File: src/rtl/imem_loader.sv
// rtl/imem_loader.sv - boot-time instruction memory loader fed from a byte stream (optional IMEM_LOADER_CHECKSUM_EN)
module imem_loader #(
    parameter int IMEM_SIZE       = 1024,
    parameter int IMEM_ADDR_WIDTH = 10
) (
    input  logic        clk,
    input  logic        rst,
    input  logic        start,
    input  logic [7:0]  rx_data,
    input  logic        rx_valid,
    output logic        rx_ready,
    output logic        imem_we,
    output logic [31:0] imem_waddr,
    output logic [31:0] imem_wdata,
    output logic        cpu_hold,
    output logic        busy,
    output logic        done,
    output logic        err
);

    localparam logic [16:0] MAX_WORDS = 17'(IMEM_SIZE / 4);
    localparam logic [31:0] ADDR_MASK = 32'((64'd1 << IMEM_ADDR_WIDTH) - 64'd1);

    typedef enum logic [2:0] {
        S_IDLE   = 3'd0,
        S_LEN_HI = 3'd1,
        S_LEN_LO = 3'd2,
        S_DATA   = 3'd3,
`ifdef IMEM_LOADER_CHECKSUM_EN
        S_CSUM   = 3'd4,
`endif
        S_DONE   = 3'd5,
        S_ERR    = 3'd6
    } state_t;

    state_t      state;
    state_t      state_nxt;

    logic [15:0] len;
    logic [15:0] word_cnt;
    logic [1:0]  byte_cnt;
    logic [23:0] partial;
    logic        accept;
    logic        start_ok;
    logic        last_word;
    logic [15:0] len_next;
    logic [31:0] addr_full;
`ifdef IMEM_LOADER_CHECKSUM_EN
    logic [7:0]  csum;
`endif

    assign accept    = rx_valid && rx_ready;
    assign start_ok  = start && (state == S_IDLE || state == S_DONE || state == S_ERR);
    assign last_word = (word_cnt + 16'd1) == len;
    assign len_next  = {len[15:8], rx_data};
    assign addr_full = {14'd0, word_cnt, 2'b00};

    always_ff @(posedge clk or posedge rst) begin
        if (rst) begin
            state <= S_IDLE;
        end else begin
            state <= state_nxt;
        end
    end

    always_comb begin
        state_nxt = state;
        case (state)
            S_IDLE: begin
                if (start) state_nxt = S_LEN_HI;
            end
            S_LEN_HI: begin
                if (accept) state_nxt = S_LEN_LO;
            end
            S_LEN_LO: begin
                if (accept) begin
                    if (len_next == 16'd0) begin
`ifdef IMEM_LOADER_CHECKSUM_EN
                        state_nxt = S_CSUM;
`else
                        state_nxt = S_DONE;
`endif
                    end else if ({1'b0, len_next} > MAX_WORDS) begin
                        state_nxt = S_ERR;
                    end else begin
                        state_nxt = S_DATA;
                    end
                end
            end
            S_DATA: begin
                if (accept && byte_cnt == 2'd3 && last_word) begin
`ifdef IMEM_LOADER_CHECKSUM_EN
                    state_nxt = S_CSUM;
`else
                    state_nxt = S_DONE;
`endif
                end
            end
`ifdef IMEM_LOADER_CHECKSUM_EN
            S_CSUM: begin
                if (accept) state_nxt = (rx_data == csum) ? S_DONE : S_ERR;
            end
`endif
            S_DONE, S_ERR: begin
                if (start) state_nxt = S_LEN_HI;
            end
            default: state_nxt = S_IDLE;
        endcase
    end

    always_comb begin
        rx_ready = 1'b0;
        busy     = 1'b0;
        cpu_hold = 1'b0;
        done     = 1'b0;
        err      = 1'b0;
        case (state)
            S_LEN_HI, S_LEN_LO, S_DATA: begin
                rx_ready = 1'b1;
                busy     = 1'b1;
                cpu_hold = 1'b1;
            end
`ifdef IMEM_LOADER_CHECKSUM_EN
            S_CSUM: begin
                rx_ready = 1'b1;
                busy     = 1'b1;
                cpu_hold = 1'b1;
            end
`endif
            S_DONE: done = 1'b1;
            S_ERR: begin
                err      = 1'b1;
                cpu_hold = 1'b1;
            end
            default: ;
        endcase
    end

    // Word assembly: first three bytes park in partial, the fourth completes the write.
    always_ff @(posedge clk or posedge rst) begin
        if (rst) begin
            len        <= 16'd0;
            word_cnt   <= 16'd0;
            byte_cnt   <= 2'd0;
            partial    <= 24'd0;
            imem_we    <= 1'b0;
            imem_waddr <= 32'd0;
            imem_wdata <= 32'd0;
`ifdef IMEM_LOADER_CHECKSUM_EN
            csum       <= 8'd0;
`endif
        end else begin
            imem_we <= 1'b0;
            if (start_ok) begin
                word_cnt <= 16'd0;
                byte_cnt <= 2'd0;
`ifdef IMEM_LOADER_CHECKSUM_EN
                csum     <= 8'd0;
`endif
            end
            if (accept) begin
                case (state)
                    S_LEN_HI: len[15:8] <= rx_data;
                    S_LEN_LO: len[7:0]  <= rx_data;
                    S_DATA: begin
                        byte_cnt <= byte_cnt + 2'd1;
`ifdef IMEM_LOADER_CHECKSUM_EN
                        csum     <= csum ^ rx_data;
`endif
                        if (byte_cnt == 2'd3) begin
                            imem_we    <= 1'b1;
                            imem_wdata <= {partial, rx_data};
                            imem_waddr <= addr_full & ADDR_MASK;
                            word_cnt   <= word_cnt + 16'd1;
                        end else begin
                            partial <= {partial[15:0], rx_data};
                        end
                    end
                    default: ;
                endcase
            end
        end
    end

endmodule

File: config.mk
export PLATFORM = sky130hd
export DESIGN_NAME = imem_loader
export DESIGN_NICKNAME = d
export VERILOG_FILES = /design/src/rtl/imem_loader.sv
export SDC_FILE = /design/constraint.sdc
export NUM_CORES = 1
export LEC_CHECK = 0
export CORE_AREA = 2 2 102 104
export CTS_BUF_LIST = sky130_fd_sc_hd__clkbuf_8
export DETAILED_ROUTE_END_ITERATION = 16
export DIE_AREA = 0 0 104 106
export DONT_BUFFER_PORTS = 1
export PLACE_DENSITY = 0.75
export SYNTH_ARGS = -nofsm -noshare
export SYNTH_HDL_FRONTEND = slang
export SYNTH_SLANG_ARGS = --single-unit
File: constraint.sdc
create_clock -name clk -period 3.65 [get_ports clk]
set_clock_uncertainty 0.15 [all_clocks]
set_input_delay 0.365 -clock clk [delete_from_list [all_inputs] [get_ports clk]]
set_output_delay 0.365 -clock clk [all_outputs]
set_load 0.05 [all_outputs]
Word-level counts from Yosys, hierarchy flattened
Cells that the tools add are included.

word-level totals
  bits in registers = 102
  bits of input ports = 12

cells by class
  add/sub/neg operators = 2
  magnitude comparators = 1
  equality and inequality tests = 11
  mux-type cells = 21
  bitwise gates (word level) = 1
  reduce and logical (&&, ||, !) cells = 16

operator list
  operator               count
  $mux 16                4
  $mux 3                 6
  $add 16x1->16 const B  1
  $eq 16x16->1           1
  $gt 16x9->1 const B    1
  $logic_not 16->1       1
  $pmux 3 s4             1
  $mux 1                 7
  $eq 3x2->1 const B     2
  $eq 3x3->1 const B     2
  $mux 2                 3
  $ne 2x2->1 const B     3
  $reduce_and 3->1       2
  $reduce_or 3->1        2
  $logic_and 1x1->1      4
  $reduce_and 2->1       2
  $reduce_and 4->1       1
  $reduce_or 4->1        1
  $eq 3x1->1 const B     1
  $logic_not 3->1        1
  $add 2x1->2 const B    1
  $eq 2x2->1 const B     1
  $logic_or 1x1->1       2
  $ne 2x1->1 const B     1
  $not 1->1              1

Longest topological paths before layout
Gate-level depths: netlist of run 1.

  depth in word-level cells = 8
  gate-level depth with buffers = 9
  mapped depth without buffers = 7

Worst setup path after synthesis of run 1
OpenSTA, ideal clock, no wires.

  path type = flip-flop to output port
  from = register state[2]
  to = output port rx_ready
  arrival time = 1634 ps
  slack = 1501 ps
  cell stages (with the launch flop) = 4
  cell sequence = dfrtp_1 > clkbuf_1 > nor2_1 > buf_4

between the ends
  cells in the longest elaborated chain, start to end = 3
  elaborated cells on any way between the ends = 5
  classes of those cells = eq/ne (3); mux (1); reduce/logical (1)

RTL lines
  item                                      RTL line  text
  from (decl)                               36        state_t state;
  from (signal assigned)                    62        state <= state_nxt;
  $eq 3x1->1 or $eq 3x2->1 (tied branches)  --
  $reduce_or 3->1 *                         --
  $mux 1 *                                  --
  to (decl)                                 11        output logic rx_ready,

Mark *: on every way between the ends. The rest lies on a longest branch, timed or not.

Final worst setup path of run 1
  from = register word_cnt[0]
  to = register state[2]

between the ends
  cells in the longest elaborated chain, start to end = 5

RTL lines
  item                        RTL line  text
  from (decl)                 40        logic [15:0] word_cnt;
  from (signal assigned)      174       word_cnt <= word_cnt + 16'd1;
  $add 16x1->16               54        assign last_word = (word_cnt + 16'd1) == len;
  $eq 16x16->1                54
  $logic_and 1x1->1           91        if (accept && byte_cnt == 2'd3 && last_word) begin
  $ne 2x2->1 (no line)        --
  $reduce_and 4->1 (no line)  --

No other way between the ends.
A chain may end at the register's enable or synchronous reset.

==> flow_summary_export.csv, run 1 <==
group,metric,value,unit
placed_design,placed_area,5010,sq um
outcome,status,"complete, but fails checks",
critical_path,cp-start-kind,"register",
global_route,gr-usage-met2,0.342,
die,rows,37,
timing,fin_crit,2.65,ns
routing,ant_nets,0,
synth,yosysSeqAreaShare,0.509,
synth,ys_ff_latch,102,
routing,wl_per_cell,16.8,um
synth,synth_cells,512,
cells_and_area,drive_gt1_frac,0.145,
critical_path,worst-endpoint-arrival,2.82,ns
clock_tree,clock_tree.root_cell,"clkbuf_8",
routing,vias,3570,
power,power_density,795,nW/um^2
die,io_pins,82,
job,maxCapViolations,0,
cells_and_area,syn_to_final_growth,6.04,%
global_route,antenna_found_initial,0,
global_route,use_met1,0.256,
timing,setup_viol,0,
worst_hold_path,hp-class,"in2async",
global_route,grt_use_total,0.203,
clock_tree,insertion_delay,0.38,ns
die,die_y,106,um
routing,wl,10900,um
placed_design,hpwl,7110,um
die,core,10000,sq um
synth,ys_warn_count,0,
die,die_area,11000,sq um
timing,fin_crit_sh,0.727,
clock_tree,tritoncts.num_buffers,9,
clock_tree,cts_num_sinks,102,
critical_path,end_kind,"register",
clock_tree,ctsHtreeMaxLevel,3,
routing,drt_first_iter_violations,212,
cells_and_area,fillCellCount,922,
global_route,overflow,0,
clock_tree,cts_tree,"done",
die,die_w,104,um
cells_and_area,fin_area,5320,sq um
timing,fin_ws,0.996,ns
placed_design,dp.cells,623,
global_route,grt_pass1_vias,3413,
die,start_util,0.502,
critical_path,path_class,"reg2reg",
global_route,grt_first_pass_wirelength,17700,um
cells_and_area,antennaDiodeCount,0,
timing,rsz0062_at_grt,"false",
power,p_leak,2.47,nW
placed_design,globalplace.congestion,0.881,
synth,async_flop_share,1.00,
cells_and_area,final_cells,647,
global_route,grt.met3_usage,0.0625,
global_route,grt_max_degree,91,
global_route,grt_busiest_layer,"met2",
timing,max_freq,377,MHz
cells_and_area,nNetsFinal,520,
synth,synth-edff-count,0,
placed_design,place_ws,0.987,ns
routing,viasPerCell,5.52,
clock_tree,cts.clk_slew.worst_paths,0.11,ns
outcome,violations,"hold timing",
routing,dr.pass1.iters,4,
timing,slew_headroom,0.273,
timing,holdWs,-0.0354,ns
routing,drc,0,
timing,final-hold-violation-count,40,
synth,synth_area,5010,sq um
clock_tree,clock_path_buffers,2,
timing,slew_viol_final,0,
clock_tree,cts-resized-gates,0,
synth,avgSynthCellArea,9.79,sq um
timing,setup_tns,0,ns
critical_path,crit_fanout,9,
placed_design,portBuffers,0,
synth,ys_types,55,
critical_path,required,3.82,ns
synth,synth_ff_type,"dfrtp_1",
power,peakVddDrop,0.486,mV
timing,worstMarginPinSlew,1.09,ns
-- kinds of logic after synthesis --
family	synth area share
DFF	0.509
and+or+nand+nor	0.198
AOI/OAI and AO/OA	0.0811
buffers and inverters	0.0686
xor gates and xnor gates	0.0402
adders and majority gates	0.00699
muxes	0.0956
other	0.000748
-- final cells by class --
type | count | area [sq um] | area share
flip-flops and latches | 102 | 2550 | 0.480
multi-input cells | 372 | 2210 | 0.416
well taps | 136 | 170 | 0.0320
repair buffers | 14 | 125 | 0.0235
clock buffers | 9 | 124 | 0.0233
clock inverters | 7 | 103 | 0.0193
inverters | 7 | 28.8 | 0.00541
-- layer usage --
layer  up-vias  routed length, um
met1      1781               4590
met5         -                  0
li1       1672                  -
met2        98               5420
met4         0                149
met3        19                721
-- where the power goes --
| part | switching [mW] | total [mW] | internal [mW] |
|---|---|---|---|
| Clock | 0.444 | 0.784 | 0.341 |
| Sequential | 0.858 | 2.36 | 1.51 |
| Combinational | 0.586 | 1.08 | 0.494 |
| Total | 1.89 | 4.23 | 2.34 |
-- cell usage after synthesis (2+ instances only) --
| library cell | n | share of area |
|---|---|---|
| a21oi_1 | 13 | 0.013 |
| a22o_1 | 2 | 0.0035 |
| a31oi_1 | 2 | 0.0025 |
| and2_1 | 5 | 0.0062 |
| and3_1 | 2 | 0.0025 |
| and4_1 | 4 | 0.0070 |
| buf_2 | 17 | 0.017 |
| buf_4 | 25 | 0.037 |
| clkbuf_1 | 11 | 0.0082 |
| dfrtp_1 | 102 | 0.51 |
| ha_1 | 2 | 0.0050 |
| inv_1 | 6 | 0.0045 |
| mux2_2 | 39 | 0.088 |
| mux2i_1 | 4 | 0.0080 |
| nand2_1 | 140 | 0.10 |
| nand3_1 | 13 | 0.013 |
| nand3b_1 | 2 | 0.0030 |
| nand4_1 | 5 | 0.0062 |
| nor2_1 | 16 | 0.012 |
| nor2b_1 | 4 | 0.0050 |
| nor3_1 | 4 | 0.0040 |
| nor3_2 | 2 | 0.0040 |
| nor4_1 | 5 | 0.0062 |
| o21ai_0 | 25 | 0.025 |
| o221ai_1 | 2 | 0.0035 |
| o22ai_1 | 2 | 0.0025 |
| o31ai_1 | 8 | 0.012 |
| or3_1 | 2 | 0.0025 |
| xnor2_1 | 13 | 0.023 |
| xor2_1 | 10 | 0.017 |
-- what timing repair did --
action | CTS | global route
setup buffers | 0 | 0
hold buffers | 8 | 0
hold endpoints to repair | 32 | 0
-- critical path, stage by stage (launching register included) --
cell,delay (ns)
dfrtp_1,0.57
ha_1,0.40
nand3_1,0.19
nor4_1,0.52
xnor2_1,0.19
o221ai_1,0.19
nor4_4,0.22
a21o_1,0.16
-- cell usage in the layout, fill, tap and decap left out, types with 4 or more instances in the layout --
cell type / count
buf_4: 6
nand2_1: 140
a21oi_1: 13
nor2b_1: 4
o31ai_1: 8
o21ai_0: 25
nand4_1: 5
nor4_1: 5
and2_1: 5
dlygate4sd3_1: 8
dfrtp_1: 102
clkbuf_8: 9
mux2i_1: 4
nand3_1: 13
nor3_1: 4
xor2_1: 10
inv_1: 5
and4_1: 4
xnor2_1: 13
nor2_1: 15
mux2_2: 39
conb_1: 24
-- final timing paths --
kind	from	to	slack, ns	cells past startpoint
setup / recovery	word_cnt[0]$_DFF_PP0_	state[2]$_DFFE_PP0P_	1.0	7
min in group clk	start	state[1]$_DFFE_PP0P_	0.10	3
setup reg to reg	word_cnt[0]$_DFF_PP0_	state[2]$_DFFE_PP0P_	1.0	7
hold reg to reg	partial[16]$_DFFE_PP0P_	imem_wdata[24]$_DFFE_PP0P_	0.32	2
hold / removal	rst	imem_we$_DFF_PP0_	-0.04	1
max in group asynchronous	rst	word_cnt[9]$_DFF_PP0_	2.55	2
-- registers in the layout, summed over array words and instances, names as in the netlist --
register,count
byte_cnt,2
imem_waddr,8
imem_wdata,32
imem_we,1
len,16
partial,24
state,3
word_cnt,16
-- through the flow --
step | utilization | hold WS, ns | total power, mW
finish | 0.532 | -0.0354 | 4.23
global route | 0.532 | 0.0429 | 4.46
CTS | 0.532 | 0.0119 | 4.24
detailed placement | 0.501 | 0.305 | 3.45
global placement | 0.501 | 0.301 | 3.39
floorplan | - | 0.285 | 3.21
No activity file was read; power rests on OpenSTA's default activity.
==> run 2: changes to the inputs <==
--- a/config.mk
+++ b/config.mk
@@ -10,7 +10,7 @@
 export DETAILED_ROUTE_END_ITERATION = 16
 export DIE_AREA = 0 0 104 106
 export DONT_BUFFER_PORTS = 1
-export PLACE_DENSITY = 0.75
+export PLACE_DENSITY = 0.77
 export SYNTH_ARGS = -nofsm -noshare
 export SYNTH_HDL_FRONTEND = slang
 export SYNTH_SLANG_ARGS = --single-unit
==> constraint.sdc (replaced) <==
create_clock -name clk -period 2.4 [get_ports clk]
set_clock_uncertainty 0.15 [all_clocks]
set_input_delay 0.24 -clock clk [delete_from_list [all_inputs] [get_ports clk]]
set_output_delay 0.24 -clock clk [all_outputs]
set_load 0.05 [all_outputs]
==> run 2 against run 1 <==
  * Sequential cell count is the same
  * Maximum frequency grew 18%
  * Critical endpoint is now imem_wdata[21]$_DFFE_PP0P_
  * Clock-buffer cell count is the same
  * Utilization grew 1.5 points
  * Largest power group unchanged
  * Combinational power grew 67%
  * Global-route usage grew 0.51 points
  * The flow now finishes without violations
  * Sequential share of layout area shrank 1.3 points
  * Sequential power grew 50%
  * Power grew 54%
  * Setup slack lost 0.85 ns
  * Hold slack gained 0.061 ns
==> flow_summary_export.csv, run 2 (synthesized netlist as in run 1, its figures left out) <==
group,metric,value,unit
placed_design,dp.cells,633,
timing,slew_headroom,0.521,
routing,wl_per_cell,17.2,um
critical_path,worst-endpoint-arrival,2.42,ns
clock_tree,tritoncts.num_buffers,9,
cells_and_area,top_regs,"imem_wdata: 32 flops, partial: 24 flops",
cells_and_area,final_common_cell,"nand2_1",
critical_path,critical-path-max-stage-delay,0.51,ns
global_route,grt_busiest_layer,"met2",
critical_path,rrSetupSlack,0.14,ns
routing,drc,0,
timing,setup_viol,0,
die,core,10000,sq um
cells_and_area,fillCellCount,882,
clock_tree,clock_tree.root_cell,"clkbuf_8",
clock_tree,postCtsSetupBuffers,0,
cells_and_area,regMostFlops,"imem_wdata",
routing,viasPerCell,5.58,
die,start_util,0.502,
global_route,grt_first_pass_wirelength,18500,um
timing,slew_viol_final,0,
power,power_density,1190,nW/um^2
timing,fin_ws,0.144,ns
global_route,grt.met3_usage,0.0619,
cells_and_area,multi_input_comb_area,2260,sq um
placed_design,hpwl,7630,um
global_route,grt_pass1_vias,3665,
die,io_pins,82,
die,die_area,11000,sq um
global_route,grt_use_total,0.208,
routing,wl,11400,um
timing,max_freq,443,MHz
global_route,use_met1,0.251,
cells_and_area,nNetsFinal,532,
job,maxCapViolations,0,
critical_path,cp_top_family,"simple AND/OR/NAND/NOR gates",
routing,dr.pass1.iters,7,
clock_tree,ctsHtreeMaxLevel,3,
cells_and_area,register_area,2550,sq um
clock_tree,insertion_delay,0.37,ns
critical_path,ff2ff_path_depth,7,
routing,drt_first_iter_violations,256,
global_route,antenna_found_initial,1,
critical_path,required,2.56,ns
outcome,status,"completed",
clock_tree,clock_path_buffers,2,
critical_path,cp-start-kind,"register",
power,finalPower,6.49,mW
die,die_y,106,um
global_route,overflow,0,
placed_design,globalplace.congestion,0.911,
critical_path,slowest_stage,"dfrtp_1",
worst_hold_path,hold_depth,3,
timing,rsz0062_at_grt,"false",
cells_and_area,largest_reg_flops,32,
worst_hold_path,hold_end,"byte_cnt[0]$_DFF_PP0_",
global_route,gr-usage-met2,0.362,
power,p_leak,2.56,nW
critical_path,path_class,"reg2reg",
critical_path,end_kind,"register",
clock_tree,cts_num_sinks,102,
timing,holdWs,0.0253,ns
critical_path,path_common_cell,"nand2_1",
critical_path,r2r-end,"imem_wdata[21]$_DFFE_PP0P_",
timing,worstMarginPinSlew,0.718,ns
worst_hold_path,hp-class,"in2reg",
timing,final-hold-violation-count,0,
critical_path,reg2reg_from,"state[2]$_DFFE_PP0P_",
placed_design,place_ws,-0.164,ns
cells_and_area,syn_to_final_growth,9.11,%
critical_path,path_buf_inv,3,
cells_and_area,drive_gt1_frac,0.174,
timing,fin_crit,2.26,ns
cells_and_area,final_cell_mix,"140 x nand2_1, 101 x dfrtp_1, 39 x mux2_2",
clock_tree,cts_tree,"done",
die,rows,37,
power,peakVddDrop,0.739,mV
worst_hold_path,hp-start,"start",
routing,ant_nets,0,
critical_path,crit_fanout,26,
timing,fin_crit_sh,0.940,
cells_and_area,final_core_util,0.547,
global_route,grt_max_degree,60,
placed_design,portBuffers,0,
clock_tree,cts.clk_slew.worst_paths,0.11,ns
cells_and_area,final_cells,660,
critical_path,path_cells,"nand2b_1 > or3_2 > inv_1 > buf_4 > buf_6 > nand2_1 > nand2_1",
die,die_w,104,um
routing,vias,3686,
==> run 2: cell count changes in the layout (fill, tap and decap cells not counted), sizes merged <==
cell	change
buf	+10
clkinvlp	+2
dlygate4sd3	+2
clkinv	-1
diode	+1
inv	-1
==> run 2: how the worst max path moves through the flow <==
stage	depth (start not counted)	end	from	slack (ns)
3_3_place_gp	7	state[1]$_DFFE_PP0P_	word_cnt[1]$_DFF_PP0_	-0.07
2_1_floorplan	8	state[1]$_DFFE_PP0P_	word_cnt[1]$_DFF_PP0_	0.27
5_1_grt	7	imem_wdata[14]$_DFFE_PP0P_	state[2]$_DFFE_PP0P_	0.04
3_5_place_dp	7	state[1]$_DFFE_PP0P_	word_cnt[1]$_DFF_PP0_	-0.16
6_report	7	imem_wdata[21]$_DFFE_PP0P_	state[2]$_DFFE_PP0P_	0.14
4_1_cts	7	state[2]$_DFFE_PP0P_	word_cnt[1]$_DFF_PP0_	0.02
==> run 2: final cells by class <==
type,instances,area share
clock buffers,9,0.0226
well taps,136,0.0311
repair buffers,26,0.0432
flip-flops and latches,102,0.467
clock inverters,7,0.0167
multi-input cells,372,0.414
inverters,7,0.00549
diodes,1,0.000457
==> run 2: layer usage <==
layer / routed length (um) / up-vias
li1: - / 1695
met1: 4510 / 1829
met3: 769 / 21
met2: 5850 / 141
met4: 232 / 0
met5: 0 / -
==> run 2: report_power, final <==
group	total, mW	switching [mW]	leakage (nW)	internal, mW
sequential	3.54	1.25	1.32	2.29
combinational	1.80	0.999	1.13	0.804
clock	1.14	0.639	0.105	0.506
total	6.49	2.89	2.56	3.60
==> run 2: repair_timing <==
action / 4_1_cts / 5_1_grt
endpoints found under the hold margin: 56 / 0
setup endpoints to repair: 5 / 27
hold buffers: 10 / 0
resized for setup: 4 / 8
==> run 2: metrics by stage <==
stage          TNS [ns]  area [sq um]
6_report              0          5470
3_5_place_dp     -0.321          5100
3_3_place_gp     -0.135          5100
2_1_floorplan         0          5100
4_1_cts               0          5430
5_1_grt               0          5470
==> run 2: worst register-to-register path: cells and delay by family, from the launching register on <==
kind / cells / cell delay [ns]
and+or+nand+nor: 4 / 0.86
buffers and inverters: 3 / 0.68
DFF: 1 / 0.51
==> run 3: changes to the inputs <==
--- a/config.mk
+++ b/config.mk
@@ -10,6 +10,7 @@
 export DETAILED_ROUTE_END_ITERATION = 16
 export DIE_AREA = 0 0 104 106
 export DONT_BUFFER_PORTS = 1
+export GPL_TIMING_DRIVEN = 0
 export PLACE_DENSITY = 0.77
 export SYNTH_ARGS = -nofsm -noshare
 export SYNTH_HDL_FRONTEND = slang
==> run 3 against run 2 <==
  * Sequential share of layout area down 2.0 points
  * Final area rose by 4.4%
  * Register-to-register slack is essentially flat
  * Power increased by 0.11%
  * Combinational power increased by 2%
  * Wire length rose by 4.3%
  * Clock-buffer cell count did not move
  * Setup slack got worse by 0.029 ns
  * Utilization is 2.4 points higher
  * First-iteration DRC count shrank 4.3%
  * Die area did not move
  * Via count increased by 3.6%
  * Critical path type is now reg2out
  * Largest power group unchanged
==> flow_summary_export.csv, run 3 (synthesized netlist as in run 1, its figures left out) <==
group,metric,value,unit
outcome,status,"completed",
die,core,10000,sq um
timing,final-hold-violation-count,0,
job,maxCapViolations,0,
routing,wl_per_cell,17.0,um
critical_path,reg2reg_from,"state[2]$_DFFE_PP0P_",
clock_tree,ctsHtreeMaxLevel,3,
placed_design,globalplace.congestion,0.892,
cells_and_area,antennaDiodeCount,0,
critical_path,path_class,"reg2out",
die,die_w,104,um
cells_and_area,top_regs,"imem_wdata: 32 flops, partial: 24 flops",
timing,worstMarginPinSlew,0.873,ns
cells_and_area,fillCellCount,853,
critical_path,rrSetupSlack,0.13,ns
cells_and_area,syn_to_final_growth,13.9,%
clock_tree,clock_path_buffers,2,
routing,vias,3817,
clock_tree,cts_num_sinks,102,
timing,holdWs,0.0607,ns
worst_hold_path,hp-start,"rx_valid",
worst_hold_path,hp-class,"in2reg",
routing,dr.pass1.iters,4,
clock_tree,cts.clk_slew.worst_paths,0.10,ns
cells_and_area,final_core_util,0.571,
critical_path,cp-start-kind,"register",
critical_path,ff2ff_path_depth,8,
clock_tree,insertion_delay,0.37,ns
power,p_leak,2.73,nW
placed_design,hpwl,8230,um
critical_path,r2r-end,"imem_wdata[14]$_DFFE_PP0P_",
global_route,grt_first_pass_wirelength,19300,um
cells_and_area,largest_reg_flops,32,
global_route,grt_max_degree,45,
cells_and_area,final_common_cell,"nand2_1",
cells_and_area,multi_input_comb_area,2270,sq um
power,peakVddDrop,0.796,mV
global_route,grt_pass1_vias,3897,
critical_path,worstSetupPathDepth,3,
cells_and_area,register_area,2550,sq um
cells_and_area,nNetsFinal,572,
placed_design,portBuffers,0,
routing,viasPerCell,5.46,
cells_and_area,drive_gt1_frac,0.226,
timing,slew_headroom,0.416,
cells_and_area,final_cell_mix,"140 x nand2_1, 101 x dfrtp_1, 39 x mux2_2",
die,rows,37,
die,die_area,11000,sq um
die,io_pins,82,
critical_path,endpoint,"rx_ready",
global_route,grt_use_total,0.220,
critical_path,crit_fanout,10,
die,die_y,106,um
global_route,antenna_found_initial,0,
critical_path,cp_top_family,"buffers and inverters",
power,power_density,1140,nW/um^2
die,start_util,0.502,
critical_path,path_cells,"clkbuf_1 > nor2_2 > buf_4",
timing,setup_viol,0,
critical_path,path_buf_inv,2,
critical_path,critical-path-max-stage-delay,0.53,ns
routing,wl,11900,um
critical_path,crit_start,"state[2]$_DFFE_PP0P_",
clock_tree,tritoncts.num_buffers,9,
routing,drt_first_iter_violations,245,
clock_tree,clock_tree.root_cell,"clkbuf_8",
routing,drc,0,
clock_tree,cts_tree,"done",
cells_and_area,regMostFlops,"imem_wdata",
critical_path,slowest_stage,"nor2_2",
critical_path,end_kind,"primary output",
timing,fin_crit_sh,0.952,
critical_path,worst-endpoint-arrival,1.89,ns
routing,ant_nets,0,
timing,slew_viol_final,0,
timing,max_freq,438,MHz
critical_path,required,2.01,ns
timing,fin_crit,2.28,ns
global_route,overflow,0,
timing,rsz0062_at_grt,"false",
## run 3: cell count changes in the layout (fill, tap and decap cells not counted), moves of 2 or more
cell / change
buf_4: +14
buf_2: +13
clkbuf_1: +8
clkbuf_4: +3
clkbuf_2: +2
## run 3: worst min-delay path by stage
stage | depth (start not counted) | end | slack [ns]
final | 4 | state[0]$_DFFE_PP0P_ | 0.06
after floorplan | 2 | imem_wdata[0]$_DFFE_PP0P_ | 0.20
after global routing | 4 | state[0]$_DFFE_PP0P_ | 0.09
after CTS | 4 | state[0]$_DFFE_PP0P_ | 0.05
after detailed placement | 1 | byte_cnt[1]$_DFF_PP0_ | 0.001
after global placement | 2 | imem_wdata[6]$_DFFE_PP0P_ | 0.20
## run 3: worst min-delay path: stages
cell and delay, ns:
nand2_1 0.04, a21oi_1 0.04, o21ai_0 0.15, a21oi_1 0.07
## run 3: what timing repair did
| action | in CTS | in global routing |
|---|---|---|
| hold buffers | 9 | 0 |
| gates cloned | 0 | 0 |
| hold endpoints to repair | 90 | 0 |
| pin swaps | 0 | 0 |
| gates resized for setup | 7 | 19 |
| buffers inserted | 0 | 2 |
| endpoints found under the setup margin | 9 | 51 |
## run 3: power by group
group / switching, mW / leakage [nW] / internal [mW] / total, mW
logic: 1.02 / 1.31 / 0.821 / 1.84
registers: 1.23 / 1.32 / 2.29 / 3.52
clock network: 0.633 / 0.105 / 0.505 / 1.14
total: 2.88 / 2.73 / 3.62 / 6.50
## run 3: cell type report
class / count / area share
Clock buffer: 9 / 0.0217
Timing Repair Buffer: 13 / 0.0254
Buffer: 53 / 0.0572
Multi-Input combinational cell: 372 / 0.398
Tap cell: 136 / 0.0298
Sequential cell: 102 / 0.447
Inverter: 7 / 0.00526
Clock inverter: 7 / 0.0160
## run 3: through the flow
| step | setup WS (ns) | power (mW) | TNS [ns] | instance area (sq um) | std cells |
|---|---|---|---|---|---|
| after floorplan | 0.274 | 4.88 | 0 | 5100 | 535 |
| after global placement | -0.116 | 5.19 | -0.217 | 5280 | 671 |
| after detailed placement | -0.205 | 5.30 | -0.471 | 5320 | 673 |
| after CTS | 0.0194 | 6.47 | 0 | 5640 | 697 |
| after global routing | 0.0100 | 6.85 | 0 | 5710 | 699 |
| final | 0.115 | 6.50 | 0 | 5710 | 699 |
## run 3: routing by layer
metal | share of wire | vias up | GRT usage | wire (um)
li1 | - | 1768 | - | -
met1 | 0.40 | 1841 | 0.268 | 4730
met2 | 0.48 | 171 | 0.359 | 5730
met3 | 0.081 | 37 | 0.0638 | 956
met4 | 0.036 | 0 | 0.109 | 432
met5 | 0 | - | 0 | 0
